## config.mk

```make
export PLATFORM = sky130hd
export DESIGN_NAME = free_list_multi
export DESIGN_NICKNAME = d
export VERILOG_FILES = /design/src/rtl/free_list_multi.sv
export SDC_FILE = /design/constraint.sdc
export NUM_CORES = 2
export LEC_CHECK = 0
export BUFFER_PORTS_ARGS = -buffer_cell sky130_fd_sc_hd__buf_4
export CORE_ASPECT_RATIO = 1.75
export CORE_MARGIN = 2
export CORE_UTILIZATION = 27
export CTS_BUF_LIST = sky130_fd_sc_hd__clkbuf_8 sky130_fd_sc_hd__clkbuf_16
export CTS_CLUSTER_SIZE = 10
export DETAILED_ROUTE_END_ITERATION = 16
export PLACE_DENSITY_LB_ADDON = 0.2
export SLEW_MARGIN = 5
export SYNTH_ARGS = -nofsm -noshare
export SYNTH_HDL_FRONTEND = slang
export SYNTH_SLANG_ARGS = --single-unit
```

## constraint.sdc

```tcl
create_clock -name clk -period 9.53 [get_ports clk]
set_input_delay 1.906 -clock clk [delete_from_list [all_inputs] [get_ports clk]]
set_output_delay 1.906 -clock clk [all_outputs]
set_load 0.01 [all_outputs]
```

## src/rtl/free_list_multi.sv

```systemverilog
// rtl/free_list_multi.sv - multi-lane circular free list of physical register numbers
module free_list_multi #(
  parameter int NUM_PR   = 64,
  parameter int PR_W     = 6,
  parameter int WIDTH    = 4,
  parameter int NUM_ARCH = 16,
  parameter int PTR_W    = PR_W + 1
) (
  input  logic                  clk,
  input  logic                  rst_n,
  input  logic                  stall,
  input  logic [WIDTH-1:0]      alloc_req,
  output logic                  alloc_gnt,
  output logic [WIDTH*PR_W-1:0] alloc_pr,
  input  logic [WIDTH-1:0]      free_vld,
  input  logic [WIDTH*PR_W-1:0] free_pr,
  input  logic                  flush,
  input  logic [PTR_W-1:0]      flush_ptr,
  output logic [PTR_W-1:0]      alloc_ptr,
  output logic [PR_W:0]         free_cnt,
  output logic                  list_empty,
  output logic                  overflow_err
);

  localparam int CNT_W = $clog2(WIDTH + 1);

  logic [PR_W-1:0]  r_list [NUM_PR];
  logic [PTR_W-1:0] r_head;
  logic [PTR_W-1:0] r_tail;
  logic             r_ovf;

  // w_*_pre[k] = number of set bits below lane k; entry WIDTH is the total
  logic [CNT_W-1:0] w_req_pre  [WIDTH+1];
  logic [CNT_W-1:0] w_free_pre [WIDTH+1];
  logic [PTR_W-1:0] w_free_cnt;
  logic [PTR_W:0]   w_cnt_next;
  logic             w_gnt;
  logic             w_ovf;

  // Prefix popcounts used to compact lanes onto consecutive list slots
  always_comb begin
    w_req_pre[0]  = '0;
    w_free_pre[0] = '0;
    for (int k = 0; k < WIDTH; k++) begin
      w_req_pre[k+1]  = w_req_pre[k]  + CNT_W'(alloc_req[k]);
      w_free_pre[k+1] = w_free_pre[k] + CNT_W'(free_vld[k]);
    end
  end

  // Free count from registered pointers only, so a free never feeds a same-cycle grant
  always_comb begin
    w_free_cnt = r_tail - r_head;
    w_gnt      = rst_n && !stall && !flush && (PTR_W'(w_req_pre[WIDTH]) <= w_free_cnt);
    w_cnt_next = {1'b0, w_free_cnt} + (PTR_W+1)'(w_free_pre[WIDTH])
               - (w_gnt ? (PTR_W+1)'(w_req_pre[WIDTH]) : '0);
    w_ovf      = w_cnt_next > (PTR_W+1)'(NUM_PR);
  end

  // Lane k reads the head entry offset by the requests in lower lanes
  always_comb begin
    alloc_pr = '0;
    for (int k = 0; k < WIDTH; k++) begin
      if (alloc_req[k] && w_gnt) begin
        alloc_pr[k*PR_W +: PR_W] = r_list[r_head[PR_W-1:0] + PR_W'(w_req_pre[k])];
      end
    end
  end

  // Head pointer: flush restores a checkpoint, otherwise advances by granted lanes
  always_ff @(posedge clk or negedge rst_n) begin
    if (!rst_n) begin
      r_head <= PTR_W'(NUM_ARCH);
    end else if (!stall) begin
      if (flush) begin
        r_head <= flush_ptr;
      end else if (w_gnt) begin
        r_head <= r_head + PTR_W'(w_req_pre[WIDTH]);
      end
    end
  end

  // Tail side: append freed PRs, or drop them all and latch the sticky error
  always_ff @(posedge clk or negedge rst_n) begin
    if (!rst_n) begin
      for (int i = 0; i < NUM_PR; i++) begin
        r_list[i] <= PR_W'(i);
      end
      r_tail <= PTR_W'(NUM_PR);
      r_ovf  <= 1'b0;
    end else if (!stall) begin
      if (w_ovf) begin
        r_ovf <= 1'b1;
      end else begin
        for (int k = 0; k < WIDTH; k++) begin
          if (free_vld[k]) begin
            r_list[r_tail[PR_W-1:0] + PR_W'(w_free_pre[k])] <= free_pr[k*PR_W +: PR_W];
          end
        end
        r_tail <= r_tail + PTR_W'(w_free_pre[WIDTH]);
      end
    end
  end

  assign alloc_gnt    = w_gnt;
  assign alloc_ptr    = r_head;
  assign free_cnt     = w_free_cnt;
  assign list_empty   = (w_free_cnt == '0);
  assign overflow_err = r_ovf;

endmodule

```

* Word-level counts from Yosys, hierarchy flattened
Index checks and enable logic that the tools add are counted.
** Word-level totals
- Bits in read-only memories :: 0
- Bits in registers :: 399
- Bits in writable memories :: 0
- Memories :: 0
- Word-level logic and storage cells :: 167
- Output and inout port bits :: 41
- Input bits :: 43
- Bits in latches :: 0
** Cells by class
- Magnitude comparators :: 14
- Eq/ne operators :: 0
- Add/sub/neg operators :: 17
- Divide/modulo/power cells :: 0
- $mul :: 0
- Shift-type cells :: 0
- Bitwise logic cells :: 10
- Multiplexer cells :: 41
- Reductions and logical operators :: 18
** Operator list (number)
- two-way mux 384 bit :: 10
- bitwise mux 384 bit :: 4
- binary-select mux 6 bit (select 6 bit) :: 4
- demux 6 bit (select 6 bit) :: 4
- two-way mux 6 bit :: 16
- greater-or-equal comparator 7 bit, second input constant :: 8
- NOT 6 -> 7 bit :: 8
- < comparator 7 x 1 -> 1 bit, second input constant :: 4
- adder 7 x 3 -> 7 bit :: 2
- two-way mux 7 bit :: 2
- adder 6 x 1 -> 6 bit :: 2
- adder 6 x 2 -> 6 bit :: 2
- adder 6 x 3 -> 6 bit :: 2
- logical AND 1 bit :: 11
- adder 7 x 3 -> 8 bit :: 1
- > comparator 8 x 7 -> 1 bit, second input constant :: 1
- subtractor 8 x 3 -> 8 bit :: 1
- less-or-equal comparator 3 x 7 -> 1 bit :: 1
- zero test 7 bit :: 1
- subtractor 7 bit :: 1
- adder 2 x 1 -> 3 bit :: 2
- adder 3 x 1 -> 3 bit :: 2
- AND reduction 2 bit :: 3
- adder 1 x 1 -> 2 bit :: 2
- 4 further kinds :: 6

* Logic depth before layout (Yosys ltp)
- Depth after elaboration :: 20
- Depth in mapped cells :: 29
- Gate-level depth less buffers :: 23

* Worst setup path after synthesis
No wires, ideal clock.
- Kind :: input port to flip-flop
- Start point :: input port alloc_req[0]
- End point :: register r_list[13] (netlist bit)
- Stages :: 25
- Slack :: 1.841 ns
- Path buffers :: 5
- Setup time :: 0.125 ns
- Data arrival time :: 7.564 ns
- Cell sequence :: fa_1 > ha_1 > fa_1 > ha_1 > nor2b_1 > o21ai_0 > nand2b_1 > a31oi_1 > a41o_1 > clkbuf_1 > clkbuf_1 > and2_1 > fa_1 > inv_1 > ha_1 > a21oi_1 > nor2b_1 > a311oi_1 > xnor2_1 > a31oi_1 > nor3_1 > buf_2 > clkbuf_1 > buf_2 > mux2_2
** On the way
- Word-level cells in the longest chain between the ends :: 10
** Ends and longest elaborated chain
- from (decl) :: RTL line 12 : input logic [WIDTH-1:0] alloc_req,
- adder 1 x 1 -> 2 bit :: RTL line 45 : w_req_pre[k+1] = w_req_pre[k] + CNT_W'(alloc_req[k]);
- adder 2 x 1 -> 3 bit :: RTL line 45
- adder 3 x 1 -> 3 bit :: RTL line 45
- less-or-equal comparator 3 x 7 -> 1 bit :: RTL line 53 : w_gnt = rst_n && !stall && !flush && (PTR_W'(w_req_pre[WIDTH]) <= w_free_cnt);
- logical AND 1 bit :: RTL line 53
- net alloc_gnt :: RTL line 13 : output logic alloc_gnt,
- two-way mux 3 bit :: RTL line 55 : - (w_gnt ? (PTR_W+1)'(w_req_pre[WIDTH]) : '0);
- subtractor 8 x 3 -> 8 bit :: RTL line 55
- > comparator 8 x 7 -> 1 bit :: RTL line 56 : w_ovf = w_cnt_next > (PTR_W+1)'(NUM_PR);
- NOT 1 bit (no line)
- AND reduction 2 bit (no line)
- to (signal, indexed assignment) :: RTL line 86 : r_list[i] <= PR_W'(i);
- to (signal, indexed assignment) :: RTL line 96 : r_list[r_tail[PR_W-1:0] + PR_W'(w_free_pre[k])] <= free_pr[k*PR_W +: PR_W];
- to (decl) :: RTL line 27 : logic [PR_W-1:0] r_list [NUM_PR];
The timed path passes the listed nets, and every way through them passes these cells.
A chain may end at the register's enable or synchronous reset.

* Worst setup path in the final report
- Start point :: input port alloc_req[0]
- End point :: output port alloc_pr[19]
** On the way
- Word-level cells in the longest chain between the ends :: 8
** Ends and longest elaborated chain
- adder 1 x 1 -> 2 bit (*) :: RTL line 45
- adder 2 x 1 -> 3 bit (*) :: RTL line 45
- adder 6 x 3 -> 6 bit :: RTL line 64 : alloc_pr[k*PR_W +: PR_W] = r_list[r_head[PR_W-1:0] + PR_W'(w_req_pre[k])];
- NOT 6 -> 7 bit (not written as such) :: RTL line 64
- binary-select mux 6 bit (select 6 bit) :: RTL line 64
- two-way mux 6 bit (not written as such) (2 in a row) :: RTL line 64
- two-way mux 6 bit (*) :: RTL line 63 : if (alloc_req[k] && w_gnt) begin
- to (decl) :: RTL line 14 : output logic [WIDTH*PR_W-1:0] alloc_pr,
Mark *: on every way between the ends. The rest lies on a longest branch, timed or not. The select of a mux whose other input is x is not followed.

==> results.md <==
- Final setup viols: 0
- Clk buf depth: 3
- Required time worst endpoint: 7620 ps
- Adder and majority cell fraction of the synthesized area: under 10%
- Initial Util: between 20% and 30%
- P&R area growth vs syn: 10.93%
- CTS tree: built
- Row count: 201
- Simple-gate share of the synthesized area: roughly an eighth
- Seq. cell area: 10,240 um^2
- PostCTS Resize Cnt: 0
- Wirelength per Cell: approximately 46 um
- Reg2reg path depth: 22
- Hold Buf Count CTS: 0
- Die Y: 553.2 um
- Avg Cell Area, Syn: 10.00 um^2
- Drt drc: 0
- Power density cells: around 330 nW/um^2
- Maximum VDD drop: 501.8 uV
- TritonCTS buffer count: approximately 50
- Max-Slew Margin vs Limit: -6.027%
- Via count: 47,800
- Hold Path Class: flip-flop to flip-flop
- Largest family of logic cells by synthesized area: multiplexers
- Grt peak-use layer: met2
- Ys Warns: 0
- Highest Clock Rate: roughly 120 MHz
- Cells after Synth: 4,653
- Largest net degree at the start of global routing: 86
- Hold path start: overflow_err
- Met2 usage: 56.03%
- Post-Synth XOR/XNOR Area: less than 1%
- Final Hold Vio Count: 0
- Status: complete, but fails checks
- Crit Path Class: input port to output port
- Vias per cell: approximately 7
- WHS Path Cells: 1
- Post-CTS setup buffer count: 0
- CTS root buf: clkbuf_16
- Area of the multi-input gates: between 30,000 and 40,000 um^2
- Final #Nets: 4,593
- CP Data Arrival Time: 6600 ps
- Max FO, Critical Path: 27
- Die area: between 150,000 and 200,000 um^2
- Gpl congestion: roughly 1.1
- Worst slew pin tran: approximately 1600 ps
- Met3 Usage GRT: 11.53%
- First-pass GRT wire length: between 400 and 500 mm
- Worst skew pair latency: roughly 770 ps
- Post-synthesis mux area share: roughly two fifths
- Iter 0 DRT Violations: approximately 6,700
- Setup TNS: 0 ps
- Area contributors post-synth: mux4_2 22%, dfrtp_1 11%, dfstp_2 11%
- Compound-Gate Fraction of Synth Area: between 15 and 20%
- Startpoint types: input port
- Synth Flop Type: dfrtp_1
- Period utilisation layout: 89.21%
- Post-Route WL: between 300 and 400 mm
- Maxcap violations: 2
- Post-synth cell types: between 90 and 100
- DP Wirelength: between 200 and 250 mm
- Failing checks: max-capacitance violations, max-slew violations
- Leakage: roughly 19 nW
- Layout fillers: about 18,000
- Reg-to-reg startpoint: alloc_ptr[1]
- Number of flops mapped to enable cells by yosys: 0
- Unrepaired setup endpoints after global routing: false
- Layout cell share with drive strength beyond 1: 34.14%
- CTS H-tree lvls: 2
- Post-synth design cell area: between 40,000 and 50,000 um^2
- Total Routing Usage GR: 34.52%
- Port Buffer Count: 83
- IO Pins: 84
- Die Span X: between 300 and 400 um
- Clock Sinks: 399
- Worst setup path start: alloc_req[0]
- Yosys top cell area share: between 20 and 25%
- Vias in the first global route: between 40,000 and 50,000
- Setup crit end kind: output port
- ANT nets after route: 0
- Met1 Resource Use GR: roughly a third
- First drt pass iteration count: 9
- Seq/Total Area, Yosys: a little over a fifth
- Initial antenna violation count: 58
- Final Slew Violations: 16
- Clk slew on worst S/H paths: roughly 60 ps
- Grt ovf: 0
- Clk_skew: 56.46 ps
- Tmin final: around 8500 ps
- Async set-reset flop share out of synthesis: 100.0%
- Placed insts: 6,669
- Core ar.: ~170,000 um^2
- Synthesized flop and latch total: approximately 400
- Yosys top cell by area: mux4_2
- Non-filler cells, final: around 6,800
- Net Count, Synth: 4,758
==> cells in the final DEF (no fill, tap or decap), types with 44 or more instances in the layout <==
| cell type | count |
|---|---|
| nand2_1 | 440 |
| dfstp_2 | 194 |
| inv_1 | 98 |
| mux4_2 | 464 |
| o21ai_0 | 54 |
| a31oi_1 | 55 |
| a221o_1 | 132 |
| o211ai_1 | 71 |
| clkbuf_16 | 49 |
| nand3_1 | 173 |
| a21oi_1 | 181 |
| a211oi_1 | 146 |
| ha_1 | 44 |
| o311ai_0 | 54 |
| buf_4 | 263 |
| mux2_2 | 420 |
| o221ai_1 | 113 |
| dfrtp_1 | 200 |
| mux2i_1 | 374 |
| nor2_1 | 403 |
==> per-stage QoR <==
step | setup WS [ps] | instance area, um^2 | hold slack (ps) | power, mW | util (%)
finish | 1028 | 51630 | 472.3 | 17.29 | 30.14
global route | 959.6 | 51560 | 498.9 | 17.56 | 30.11
CTS | 1495 | 51510 | 484.5 | 16.55 | 30.08
detailed placement | 1385 | 49950 | 469.4 | 14.51 | 29.17
global placement | 1236 | 49950 | 462.6 | 14.44 | 29.17
floorplan | 1841 | 46540 | 466.6 | 10.11 | -
==> cell type report <==
cell class	instances	share of cell area [%]
sequential	399	19.83
multi-input combinational	3690	66.71
antenna	35	0.1696
clock inverter	37	0.4799
timing repair buffer	277	4.348
tap	2233	5.412
inverter	71	0.5162
clock buffer	55	2.535
==> Yosys cell counts (all sizes together), types with 13 or more instances <==
| cell | instances |
|---|---|
| o211ai | 71 |
| mux2i | 375 |
| nor2b | 31 |
| nor3 | 67 |
| inv | 71 |
| o22ai | 33 |
| and3 | 28 |
| fa | 14 |
| o21ai | 58 |
| nor2 | 418 |
| xnor2 | 27 |
| a32oi | 20 |
| a211oi | 153 |
| o311ai | 54 |
| a21o | 16 |
| a22oi | 34 |
| a222oi | 22 |
| ha | 48 |
| nand3 | 175 |
| and2 | 14 |
| buf | 147 |
| nor4 | 16 |
| dfrtp | 205 |
| a21oi | 184 |
| a31oi | 56 |
| nand4 | 38 |
| nand2 | 440 |
| a221o | 132 |
| clkbuf | 346 |
| mux4 | 464 |
| mux2 | 421 |
| o221ai | 114 |
| xor2 | 13 |
| nand2b | 17 |
| dfstp | 194 |
| a2111oi | 36 |
==> routing by layer <==
| metal | part of all wire [%] | up-vias |
|---|---|---|
| met5 | 0.066 | - |
| met4 | 13 | 28 |
| met3 | 10 | 1558 |
| met2 | 46 | 3810 |
| met1 | 30 | 24160 |
| li1 | - | 18240 |
==> final timing paths <==
kind / to / slack (ps)
max: alloc_pr[19] / 1030
min: overflow_err / 470
max reg2reg: r_list[245] / 2330
min reg2reg: overflow_err / 470
max in group asynchronous: r_list[190] / 5210
min in group asynchronous: r_list[106] / 1040
==> where the power goes <==
group          leakage, nW  switching, mW  internal [mW]
Clock                0.869          0.967           1.06
Combinational         13.6           7.50           4.64
Sequential            4.70          0.909           2.22
Total                 19.2           9.37           7.92
==> worst max-delay path: stages <==
cell and delay [ps]:
buf_4 140, fa_1 620, ha_4 150, inv_1 50
fa_4 1210, buf_12 310, mux4_2 400, mux2i_1 1040
a2111o_1 310, a21oi_1 150, buf_4 200
==> registers in the layout (all words and copies together) (netlist names) <==
signal / flops
r_list: 384
alloc_ptr: 7
r_tail: 7
overflow_err: 1
==> logic make-up after synthesis <==
family,after synthesis
simple gates,1282
mux,1260
compound gates,1046
buf+inv,564
flops,399
fa+ha+maj,62
xor+xnor,40
Power figures use the tool's default switching activity.
